`config.mk`:
```
export PLATFORM = sky130hd
export DESIGN_NAME = fetch_sequencer
export DESIGN_NICKNAME = d
export VERILOG_FILES = /design/src/rtl/cpu_pkg.sv /design/src/rtl/program_counter.sv /design/src/rtl/fetch_sequencer.sv
export SDC_FILE = /design/constraint.sdc
export NUM_CORES = 1
export LEC_CHECK = 0
export ABC_AREA = 1
export CAP_MARGIN = 20
export CELL_PAD_IN_SITES_DETAIL_PLACEMENT = 1
export CELL_PAD_IN_SITES_GLOBAL_PLACEMENT = 1
export CORE_ASPECT_RATIO = 0.7
export CORE_MARGIN = 2
export CORE_UTILIZATION = 30
export DETAILED_ROUTE_END_ITERATION = 12
export GPL_ROUTABILITY_DRIVEN = 0
export GPL_TIMING_DRIVEN = 0
export PLACE_DENSITY_LB_ADDON = 0.1
export SKIP_CTS_REPAIR_TIMING = 1
export SYNTH_ARGS = -nofsm -noshare
export SYNTH_HDL_FRONTEND = slang
export SYNTH_SLANG_ARGS = --single-unit
export TNS_END_PERCENT = 10
```
`constraint.sdc`:
```
create_clock -name clock -period 1.8 [get_ports clock]
set_input_delay 0.27 -clock clock [delete_from_list [all_inputs] [get_ports clock]]
set_output_delay 0.27 -clock clock [all_outputs]
set_load 0.03 [all_outputs]
```
`src/rtl/cpu_pkg.sv`:
```
`default_nettype none
// ============================================================================
// Module      : cpu_pkg
// Description : Shared sequencer state encodings, PC width and reset vector.
// Revision    : 1.0 - initial release
// ============================================================================
package cpu_pkg;

    localparam int c_pc_w_default = 12;
    localparam int c_reset_vector = 0;

    typedef enum logic [1:0] {
        FETCH = 2'b00,
        EXEC1 = 2'b10,
        EXEC2 = 2'b01,
        HALT  = 2'b11
    } seq_state_t;

    function automatic logic is_exec(input seq_state_t s);
        return (s == EXEC1) || (s == EXEC2);
    endfunction

endpackage
`default_nettype wire

```
`src/rtl/program_counter.sv`:
```
`default_nettype none
// ============================================================================
// Module      : program_counter
// Description : Loadable modulo-2^PC_W up-counter, load wins over count.
// Revision    : 1.0 - initial release
// ============================================================================
module program_counter
    import cpu_pkg::*;
#(
    parameter int PC_W = c_pc_w_default
) (
    input  logic            clock,
    input  logic            reset,
    input  logic            sload,
    input  logic            cnt_en,
    input  logic [PC_W-1:0] data,
    output logic [PC_W-1:0] q
);

    logic [PC_W-1:0] r_count;

    always_ff @(posedge clock or posedge reset) begin
        if (reset) begin
            r_count <= PC_W'(c_reset_vector);
        end else if (sload) begin
            r_count <= data;
        end else if (cnt_en) begin
            r_count <= r_count + 1'b1;
        end
    end

    assign q = r_count;

endmodule
`default_nettype wire

```
`src/rtl/fetch_sequencer.sv`:
```
`default_nettype none
// ============================================================================
// Module      : fetch_sequencer
// Description : Fetch/execute sequencer with instruction register, PC and
//               retired-instruction counter.
// Revision    : 1.0 - initial release
// ============================================================================
module fetch_sequencer
    import cpu_pkg::*;
#(
    parameter int PC_W = c_pc_w_default
) (
    input  logic            clock,
    input  logic            reset,
    input  logic [15:0]     ram_q,
    input  logic            mem_wait,
    input  logic            sm_extra,
    input  logic            stop,
    input  logic            pc_sload,
    input  logic [PC_W-1:0] jump_addr,
    input  logic            pc_cnt_en,
    output logic [PC_W-1:0] ram_addr,
    output logic [PC_W-1:0] pc,
    output logic [15:0]     instruction,
    output logic [1:0]      state,
    output logic            halted,
    output logic [15:0]     retired
);

    seq_state_t      r_state;
    seq_state_t      w_next_state;
    logic [15:0]     r_instruction;
    logic [15:0]     r_retired;
    logic            w_ir_load;
    logic            w_retire;
    logic            w_in_exec;
    logic            w_pc_sload;
    logic            w_pc_cnt;
    logic [PC_W-1:0] w_pc;

    always_ff @(posedge clock or posedge reset) begin
        if (reset) begin
            r_state <= FETCH;
        end else begin
            r_state <= w_next_state;
        end
    end

    // stop outranks every other condition in every state
    always_comb begin
        w_next_state = r_state;
        w_ir_load    = 1'b0;
        w_retire     = 1'b0;
        case (r_state)
            FETCH: begin
                if (stop) begin
                    w_next_state = HALT;
                end else if (!mem_wait) begin
                    w_ir_load    = 1'b1;
                    w_next_state = EXEC1;
                end
            end
            EXEC1: begin
                if (stop) begin
                    w_next_state = HALT;
                end else if (sm_extra) begin
                    w_next_state = EXEC2;
                end else begin
                    w_next_state = FETCH;
                    w_retire     = 1'b1;
                end
            end
            EXEC2: begin
                if (stop) begin
                    w_next_state = HALT;
                end else begin
                    w_next_state = FETCH;
                    w_retire     = 1'b1;
                end
            end
            HALT: begin
                w_next_state = HALT;
            end
            default: begin
                w_next_state = FETCH;
            end
        endcase
    end

    assign w_in_exec  = is_exec(r_state);
    assign w_pc_sload = w_in_exec & pc_sload;
    assign w_pc_cnt   = w_ir_load | (w_in_exec & pc_cnt_en);

    program_counter #(
        .PC_W (PC_W)
    ) u_pc (
        .clock  (clock),
        .reset  (reset),
        .sload  (w_pc_sload),
        .cnt_en (w_pc_cnt),
        .data   (jump_addr),
        .q      (w_pc)
    );

    always_ff @(posedge clock or posedge reset) begin
        if (reset) begin
            r_instruction <= 16'h0000;
            r_retired     <= 16'h0000;
        end else begin
            if (w_ir_load) begin
                r_instruction <= ram_q;
            end
            if (w_retire) begin
                r_retired <= r_retired + 16'd1;
            end
        end
    end

    assign pc          = w_pc;
    assign ram_addr    = w_pc;
    assign instruction = r_instruction;
    assign state       = r_state;
    assign halted      = (r_state == HALT);
    assign retired     = r_retired;

endmodule
`default_nettype wire

```
==> results_dict.tcl, run 1 <==
set metrics [dict create \
    cts_sinks 46 \
    criticalPathCategory "flop to primary output" \
    grt_first_pass_wirelength_mm 12.8 \
    nFillCells 1010 \
    synth_cell_types 27 \
    synth_nets 383 \
    cts_buffers 5 \
    area_growth_syn_to_layout_pct 50.4 \
    worstMarginPinSlew_ps 360 \
    synth_area_um2 2620 \
    hp-class "input port to async pin" \
    grt.overflow.total 0 \
    grt_usage_pct 17.2 \
    port-buffer-count 93 \
    whs_ps 254 \
    cpMaxStageDelayCell "clkdlybuf4s50_1" \
    crit_path_max_incr_delay_ps 650 \
    synth-edff-count 0 \
    cts_max_path_buffers 2 \
    p_leak_uw 0.00187 \
    synthArstFlopShare_pct 100 \
    mostFrequentLayoutCells "nand2_1, clkdlybuf4s50_1, dfrtp_1, inv_1, nor2_1" \
    synth_fa_ha_area_share_pct 2.87 \
    synth_cells 342 \
    power.density_nw_per_um2 1840 \
    avgSynthCellArea_um2 7.65 \
    ys_ff_latch 46 \
    nNetsFinal 486 \
    drtIter0Drc 70 \
    met3_usage_pct 3.21 \
    dp_hpwl_mm 5.97 \
    yosys_warnings 0 \
    max-slew-margin-rel_pct 76.0 \
    synthXorXnorAreaFrac_pct 3.35 \
    grt_pass1_vias 2531 \
    grtUsageMet2_pct 27.5 \
    wl_per_cell_um 13.8 \
    tritoncts "yes" \
    final-setup-viol-count 0 \
    fp.dieW_um 116 \
    diodes 0 \
    path_buf_inv 2 \
    ir_worst_vdd_mv 0.839 \
    viasPerCell 4.43 \
    hold_viol 0 \
    drive_gt1_share_pct 15.7 \
    start_util_pct 31.0 \
    cp_max_fo 9 \
    rsz0062_at_grt "yes" \
    synth_ff_type "dfrtp_1" \
    grt_busiest_layer "met2" \
    io-pin-count 94 \
    maxCapViolCount 0 \
    synth-compound-area-share_pct 5.17 \
    placed_area_um2 3720 \
    core_um2 8440 \
    clock.fmax_mhz 562 \
    drc_errors 0 \
    worstPathRequired_ps 1530 \
    fin_crit_ps 1780 \
    muxShareOfSynthArea_pct 0 \
    start_kind "flop" \
    rows 28 \
    status "complete, no violations" \
    synth_top_family_by_area "simple AND/OR/NAND/NOR gates" \
    wl_mm 7.82 \
    pre_cts_slack_ps -47.1 \
    antenna_left 0 \
    antenna_found_initial 0 \
    clockRootBuffer "clkbuf_16" \
    htree_num_levels 2 \
    endpoint_kind "primary output" \
    grt_use_met1_pct 24.9 \
    setup_ws_ps 19.8 \
    grt_max_degree 35 \
    yosys.area_share.simple_pct 34.9 \
    cp_data_arrival_time_ps 1510 \
    final_cell_area_um2 3930 \
    die-area_um2 9490 \
    ys_seq_area_share_pct 44.0 \
    crit_chain "buf_4, clkdlybuf4s50_1" \
    insertion_delay_ps 280 \
    fin_crit_sh_pct 98.9 \
    drv_slew 0 \
    fin_util_pct 46.6 \
    drt_first_pass_iters 4 \
    crit_family "buffers and inverters" \
    vias 2510 \
    final_common_cell "nand2_1" \
    finClkSkew_ps 5.91 \
    die_h_um 82.1 \
    path_clk_slew_ps 70 \
]
==> worst register-to-register path, stage by stage (launching register included) <==
cell	delay, ps
dfrtp_2	410
inv_1	70
ha_1	320
nand2_1	120
buf_4	200
buf_4	210
o21ai_0	110
a21oi_1	160
==> where the power goes <==
part / leakage (uW) / internal [uW] / switching (uW)
Clock: 0.0000940 / 798 / 410
Combinational: 0.00121 / 1690 / 2460
Sequential: 0.000572 / 1430 / 424
==> kinds of logic after synthesis <==
family,after synthesis
AND/OR/NAND/NOR,206
buffers and inverters,49
flip-flops,46
AO/OA/AOI/OAI,25
XOR/XNOR,10
adder cells (fa/ha/maj),6
==> layer usage <==
metal / wire length (um) / up-vias
met4: 30 / 0
li1: - / 1259
met3: 347 / 2
met5: 0 / -
met1: 4130 / 1193
met2: 3320 / 56
==> cell type report <==
| type | instances | area [um^2] | share of cell area [%] |
|---|---|---|---|
| Timing Repair Buffer | 96 | 958 | 24.4 |
| Tap cell | 120 | 150 | 3.82 |
| Clock buffer | 5 | 125 | 3.18 |
| Sequential cell | 46 | 1160 | 29.4 |
| Inverter | 30 | 113 | 2.86 |
| Clock inverter | 3 | 68.8 | 1.75 |
| Buffer | 19 | 143 | 3.63 |
| Multi-Input combinational cell | 247 | 1220 | 31.0 |
==> synth_stat cells, drive strengths merged, types with 2 or more instances <==
cell / instances / share of area, %
buf: 19 / 5.4
nor2: 39 / 7.6
xnor2: 2 / 0.67
nand4: 5 / 1.2
o21ai: 9 / 1.7
o21bai: 2 / 0.57
dfrtp: 46 / 44
inv: 30 / 4.3
nand3: 19 / 3.8
nand3b: 2 / 0.57
a21oi: 12 / 2.3
xor2: 8 / 2.7
nor3: 5 / 1.3
ha: 6 / 2.9
nand2: 136 / 20
==> state kept, by name (all words and copies together), names as in the netlist <==
register	flops
instruction	16
retired	16
state	2
u_pc.q	12
==> worst paths after layout <==
kind	cells after the start	slack [ps]	start	to
setup / recovery	2	20	u_pc.q[2]$_DFFE_PP0P_	ram_addr[2]
hold / removal	2	250	reset	instruction[11]$_DFFE_PP0P_
setup reg to reg	7	120	state[0]$_DFFE_PP0P_	u_pc.q[4]$_DFFE_PP0P_
hold reg to reg	2	480	instruction[2]$_DFFE_PP0P_	instruction[2]$_DFFE_PP0P_
max in group asynchronous	3	1030	reset	u_pc.q[2]$_DFFE_PP0P_
min in group clock	2	480	instruction[2]$_DFFE_PP0P_	instruction[2]$_DFFE_PP0P_
==> per-stage QoR <==
stage	total power, uW	instances	TNS (ps)
2_1_floorplan	4410	342	0
3_3_place_gp	5920	555	-30770
3_5_place_dp	6030	556	-99.7
4_1_cts	7280	564	-360
5_1_grt	7720	566	-42.0
6_report	7220	566	0
Power figures use the tool's default switching activity.
==> run 2, diff against run 1 <==
==> constraint.sdc (replaced) <==
create_clock -name clock -period 1.8 [get_ports clock]
set_input_delay 0.27 -clock clock [delete_from_list [all_inputs] [get_ports clock]]
set_output_delay 0.27 -clock clock [all_outputs]
set_load 0.05 [all_outputs]
==> results_dict.tcl, run 2 (synthesized netlist as in run 1, its figures left out) <==
set metrics [dict create \
    final-setup-viol-count 0 \
    r2r_slack_ps 180 \
    r2r_start "state[0]$_DFFE_PP0P_" \
    fin_crit_ps 1740 \
    finClkSkew_ps 3.73 \
    pre_cts_slack_ps -44.9 \
    grt_pass1_vias 2626 \
    route.met2.wl_mm 3.40 \
    cts_buffers 5 \
    drc_errors 0 \
    ir_worst_vdd_mv 1.07 \
    drv_slew 0 \
    p_leak_uw 0.00228 \
    grt_usage_pct 17.9 \
    path_buf_inv 1 \
    rsz0062_at_grt "no" \
    die-area_um2 9490 \
    hold_viol 0 \
    insertion_delay_ps 290 \
    crit_family "buffers and inverters" \
    r2r_end "u_pc.q[3]$_DFFE_PP0P_" \
    fp.dieW_um 116 \
    crit_path_max_incr_delay_ps 820 \
    cp_max_fo 2 \
    drtIter0Drc 64 \
    cts_sinks 46 \
    path_clk_slew_ps 70 \
    dp_hpwl_mm 6.08 \
    vias 2500 \
    cts_max_path_buffers 2 \
    fin_util_pct 47.1 \
    core_um2 8440 \
    path_depth 1 \
    viasPerCell 4.43 \
    criticalPathCategory "flop to primary output" \
    top_layer_used "met4" \
    dpl.cell_count 556 \
    tritoncts "yes" \
    cp_data_arrival_time_ps 1470 \
    m1WireLength_mm 4.18 \
    drive_gt1_share_pct 14.6 \
    setup_ws_ps 61.9 \
    clockRootBuffer "clkbuf_16" \
    cpMaxStageDelayCell "clkdlybuf4s50_1" \
    start_util_pct 31.0 \
    grt.overflow.total 0 \
    port-buffer-count 93 \
    drt_first_pass_iters 4 \
    area_growth_syn_to_layout_pct 52.2 \
    maxCapViolCount 0 \
    start_kind "flop" \
    mostFrequentLayoutCells "nand2_1, clkdlybuf4s50_1, dfrtp_1, dlymetal6s2s_1, nor2_1" \
    worstPathRequired_ps 1530 \
    crit_chain "clkdlybuf4s50_1" \
    max-slew-margin-rel_pct 64.4 \
    wl_mm 8.00 \
    hp-class "input port to async pin" \
    wl_per_cell_um 14.2 \
    diodes 0 \
    wl_met3_um 358 \
    ff2ff_path_depth 8 \
    rows 28 \
    power.density_nw_per_um2 1970 \
    nFillCells 1031 \
    status "complete, no violations" \
    io-pin-count 94 \
    grt_first_pass_wirelength_mm 13.1 \
    htree_num_levels 2 \
    fin_crit_sh_pct 96.6 \
    grt_max_degree 33 \
    clock.fmax_mhz 575 \
    antenna_found_initial 0 \
    p_total_uw 7860 \
    final_cells 564 \
    nNetsFinal 484 \
    antenna_left 0 \
    die_h_um 82.1 \
    final_common_cell "nand2_1" \
    worstMarginPinSlew_ps 532 \
    endpoint_kind "primary output" \
]
run 2: cell count changes in the layout (fill, tap and decap cells not counted), moves of 2 or more:
| cell | delta |
|---|---|
| clkdlybuf4s50_1 | -33 |
| inv_2 | +2 |
| dlymetal6s2s_1 | +35 |
| buf_4 | -4 |
| inv_1 | -2 |
| dfrtp_2 | -2 |
| dfrtp_1 | +2 |
run 2: worst max-delay path by stage:
stage                                           start                      end  slack [ps]
after floorplan                  state[0]$_DFFE_PP0P_  retired[10]$_DFFE_PP0P_          70
after global placement                          reset     state[0]$_DFFE_PP0P_        -870
after detailed placement                         stop    u_pc.q[4]$_DFFE_PP0P_         -40
after CTS                       u_pc.q[2]$_DFFE_PP0P_              ram_addr[2]        -210
after global routing      instruction[14]$_DFFE_PP0P_          instruction[14]          10
final                      instruction[6]$_DFFE_PP0P_           instruction[6]          60
run 2: power breakdown:
| part | switching, uW | total, uW | internal (uW) | leakage (uW) |
|---|---|---|---|---|
| Sequential | 409 | 1840 | 1430 | 0.000574 |
| Combinational | 3260 | 4940 | 1680 | 0.00162 |
| Clock | 424 | 1080 | 658 | 0.0000842 |
| Total | 4090 | 7860 | 3760 | 0.00228 |
run 2: per-layer routing:
| layer | track usage [%] | vias up |
|---|---|---|
| li1 | - | 1255 |
| met3 | 3.21 | 8 |
| met1 | 26.8 | 1181 |
| met4 | 4.34 | 0 |
| met5 | 0 | - |
| met2 | 26.7 | 56 |
run 2: final cells by class:
type	instances	area [um^2]	area share [%]
Multi-Input combinational cell	247	1220	30.8
Sequential cell	46	1150	29.0
Timing Repair Buffer	94	1020	25.7
Tap cell	120	150	3.77
Buffer	19	146	3.68
Clock buffer	5	125	3.14
Inverter	30	113	2.83
Clock inverter	3	43.8	1.10
run 2: per-stage QoR:
step | TNS (ps) | area [um^2] | hold WS [ps]
2_1_floorplan | 0 | 2620 | 380
3_3_place_gp | -32790 | 3700 | 460
3_5_place_dp | -343 | 3720 | 469
4_1_cts | -3220 | 3890 | 276
5_1_grt | 0 | 3980 | 288
6_report | 0 | 3980 | 268
==> run 3, diff against run 2 <==
==> constraint.sdc (replaced) <==
create_clock -name clock -period 1.82 [get_ports clock]
set_input_delay 0.273 -clock clock [delete_from_list [all_inputs] [get_ports clock]]
set_output_delay 0.273 -clock clock [all_outputs]
set_load 0.05 [all_outputs]
==> results_dict.tcl, run 3 (synthesized netlist as in run 1, its figures left out) <==
set metrics [dict create \
    cts_max_path_buffers 2 \
    area_growth_syn_to_layout_pct 52.1 \
    grt.overflow.total 0 \
    worstMarginPinSlew_ps 532 \
    vias 2501 \
    endpoint_kind "primary output" \
    dp_hpwl_mm 6.08 \
    ir_worst_vdd_mv 1.06 \
    tritoncts "yes" \
    clock.fmax_mhz 568 \
    drt_first_pass_iters 4 \
    path_clk_slew_ps 70 \
    grt_usage_pct 17.9 \
    crit_family "buffers and inverters" \
    cp_max_fo 3 \
    die_h_um 82.1 \
    rows 28 \
    htree_num_levels 2 \
    port-buffer-count 93 \
    p_total_uw 7770 \
    antenna_left 0 \
    diodes 0 \
    status "complete, no violations" \
    grt_max_degree 33 \
    final_common_cell "nand2_1" \
    maxCapViolCount 0 \
    antenna_found_initial 0 \
    cp_data_arrival_time_ps 1490 \
    crit_chain "clkdlybuf4s50_1" \
    grt_pass1_vias 2626 \
    cts_sinks 46 \
    drive_gt1_share_pct 14.4 \
    r2r_end "u_pc.q[3]$_DFFE_PP0P_" \
    crit_path_max_incr_delay_ps 820 \
    hold_viol 0 \
    hp-class "input port to async pin" \
    start_kind "flop" \
    max-slew-margin-rel_pct 64.4 \
    nNetsFinal 484 \
    die-area_um2 9490 \
    cts_buffers 5 \
    mostFrequentLayoutCells "nand2_1, clkdlybuf4s50_1, dfrtp_1, dlymetal6s2s_1, nor2_1" \
    grt_first_pass_wirelength_mm 13.1 \
    drc_errors 0 \
    worstPathRequired_ps 1550 \
    pre_cts_slack_ps -27.9 \
    nFillCells 1032 \
    wl_per_cell_um 14.2 \
    viasPerCell 4.43 \
    clockRootBuffer "clkbuf_16" \
    fin_crit_sh_pct 96.7 \
    path_buf_inv 1 \
    power.density_nw_per_um2 1950 \
    setup_ws_ps 59.7 \
    ff2ff_path_depth 8 \
    finClkSkew_ps 4.40 \
    p_leak_uw 0.00226 \
    criticalPathCategory "flop to primary output" \
    final-setup-viol-count 0 \
    core_um2 8440 \
    fin_crit_ps 1760 \
    whs_ps 271 \
    drv_slew 0 \
    fp.dieW_um 116 \
    insertion_delay_ps 290 \
    rsz0062_at_grt "yes" \
    start_util_pct 31.0 \
    final_cell_area_um2 3980 \
    drtIter0Drc 74 \
    io-pin-count 94 \
    placed_area_um2 3720 \
    r2r_start "state[1]$_DFFE_PP0P_" \
    r2r_slack_ps 160 \
    cpMaxStageDelayCell "clkdlybuf4s50_1" \
    wl_mm 7.99 \
]
[run 3: area by class of cell]
| class | count | area [um^2] | share of cell area [%] |
|---|---|---|---|
| multi-input combinational | 247 | 1220 | 30.8 |
| clock buffer | 5 | 125 | 3.15 |
| buffer | 19 | 146 | 3.68 |
| tap | 120 | 150 | 3.78 |
| timing repair buffer | 94 | 1020 | 25.7 |
| inverter | 30 | 113 | 2.83 |
| sequential | 46 | 1150 | 29.0 |
| clock inverter | 3 | 43.8 | 1.10 |
[run 3: how the worst max path moves through the flow]
| stage | start | end | slack, ps | cells after the start |
|---|---|---|---|---|
| finish | retired[15]$_DFFE_PP0P_ | retired[15] | 60 | 1 |
| global route | state[1]$_DFFE_PP0P_ | u_pc.q[5]$_DFFE_PP0P_ | -0.2 | 9 |
| CTS | u_pc.q[2]$_DFFE_PP0P_ | ram_addr[2] | -190 | 2 |
| global placement | reset | state[0]$_DFFE_PP0P_ | -850 | 2 |
| floorplan | state[0]$_DFFE_PP0P_ | retired[10]$_DFFE_PP0P_ | 90 | 9 |
| detailed placement | stop | u_pc.q[4]$_DFFE_PP0P_ | -30 | 8 |
[run 3: per-layer routing]
layer  part of all wire [%]  global-route usage, %
met1                     52                   26.8
met2                     42                   26.7
met3                    4.8                   3.21
met4                   0.90                   4.34
met5                      0                      0
[run 3: where the power goes]
group          leakage, uW  switching, uW  internal [uW]  total [uW]
clock            0.0000842            418            651        1070
combinational      0.00160           3220           1660        4880
sequential        0.000574            403           1410        1810
[run 3: through the flow]
stage	utilization [%]	std cells	TNS, ps
finish	47.1	564	0
global route	47.1	564	-0.191
CTS	46.0	564	-2580
detailed placement	44.0	556	-124
global placement	43.8	555	-31980
floorplan	-	342	0
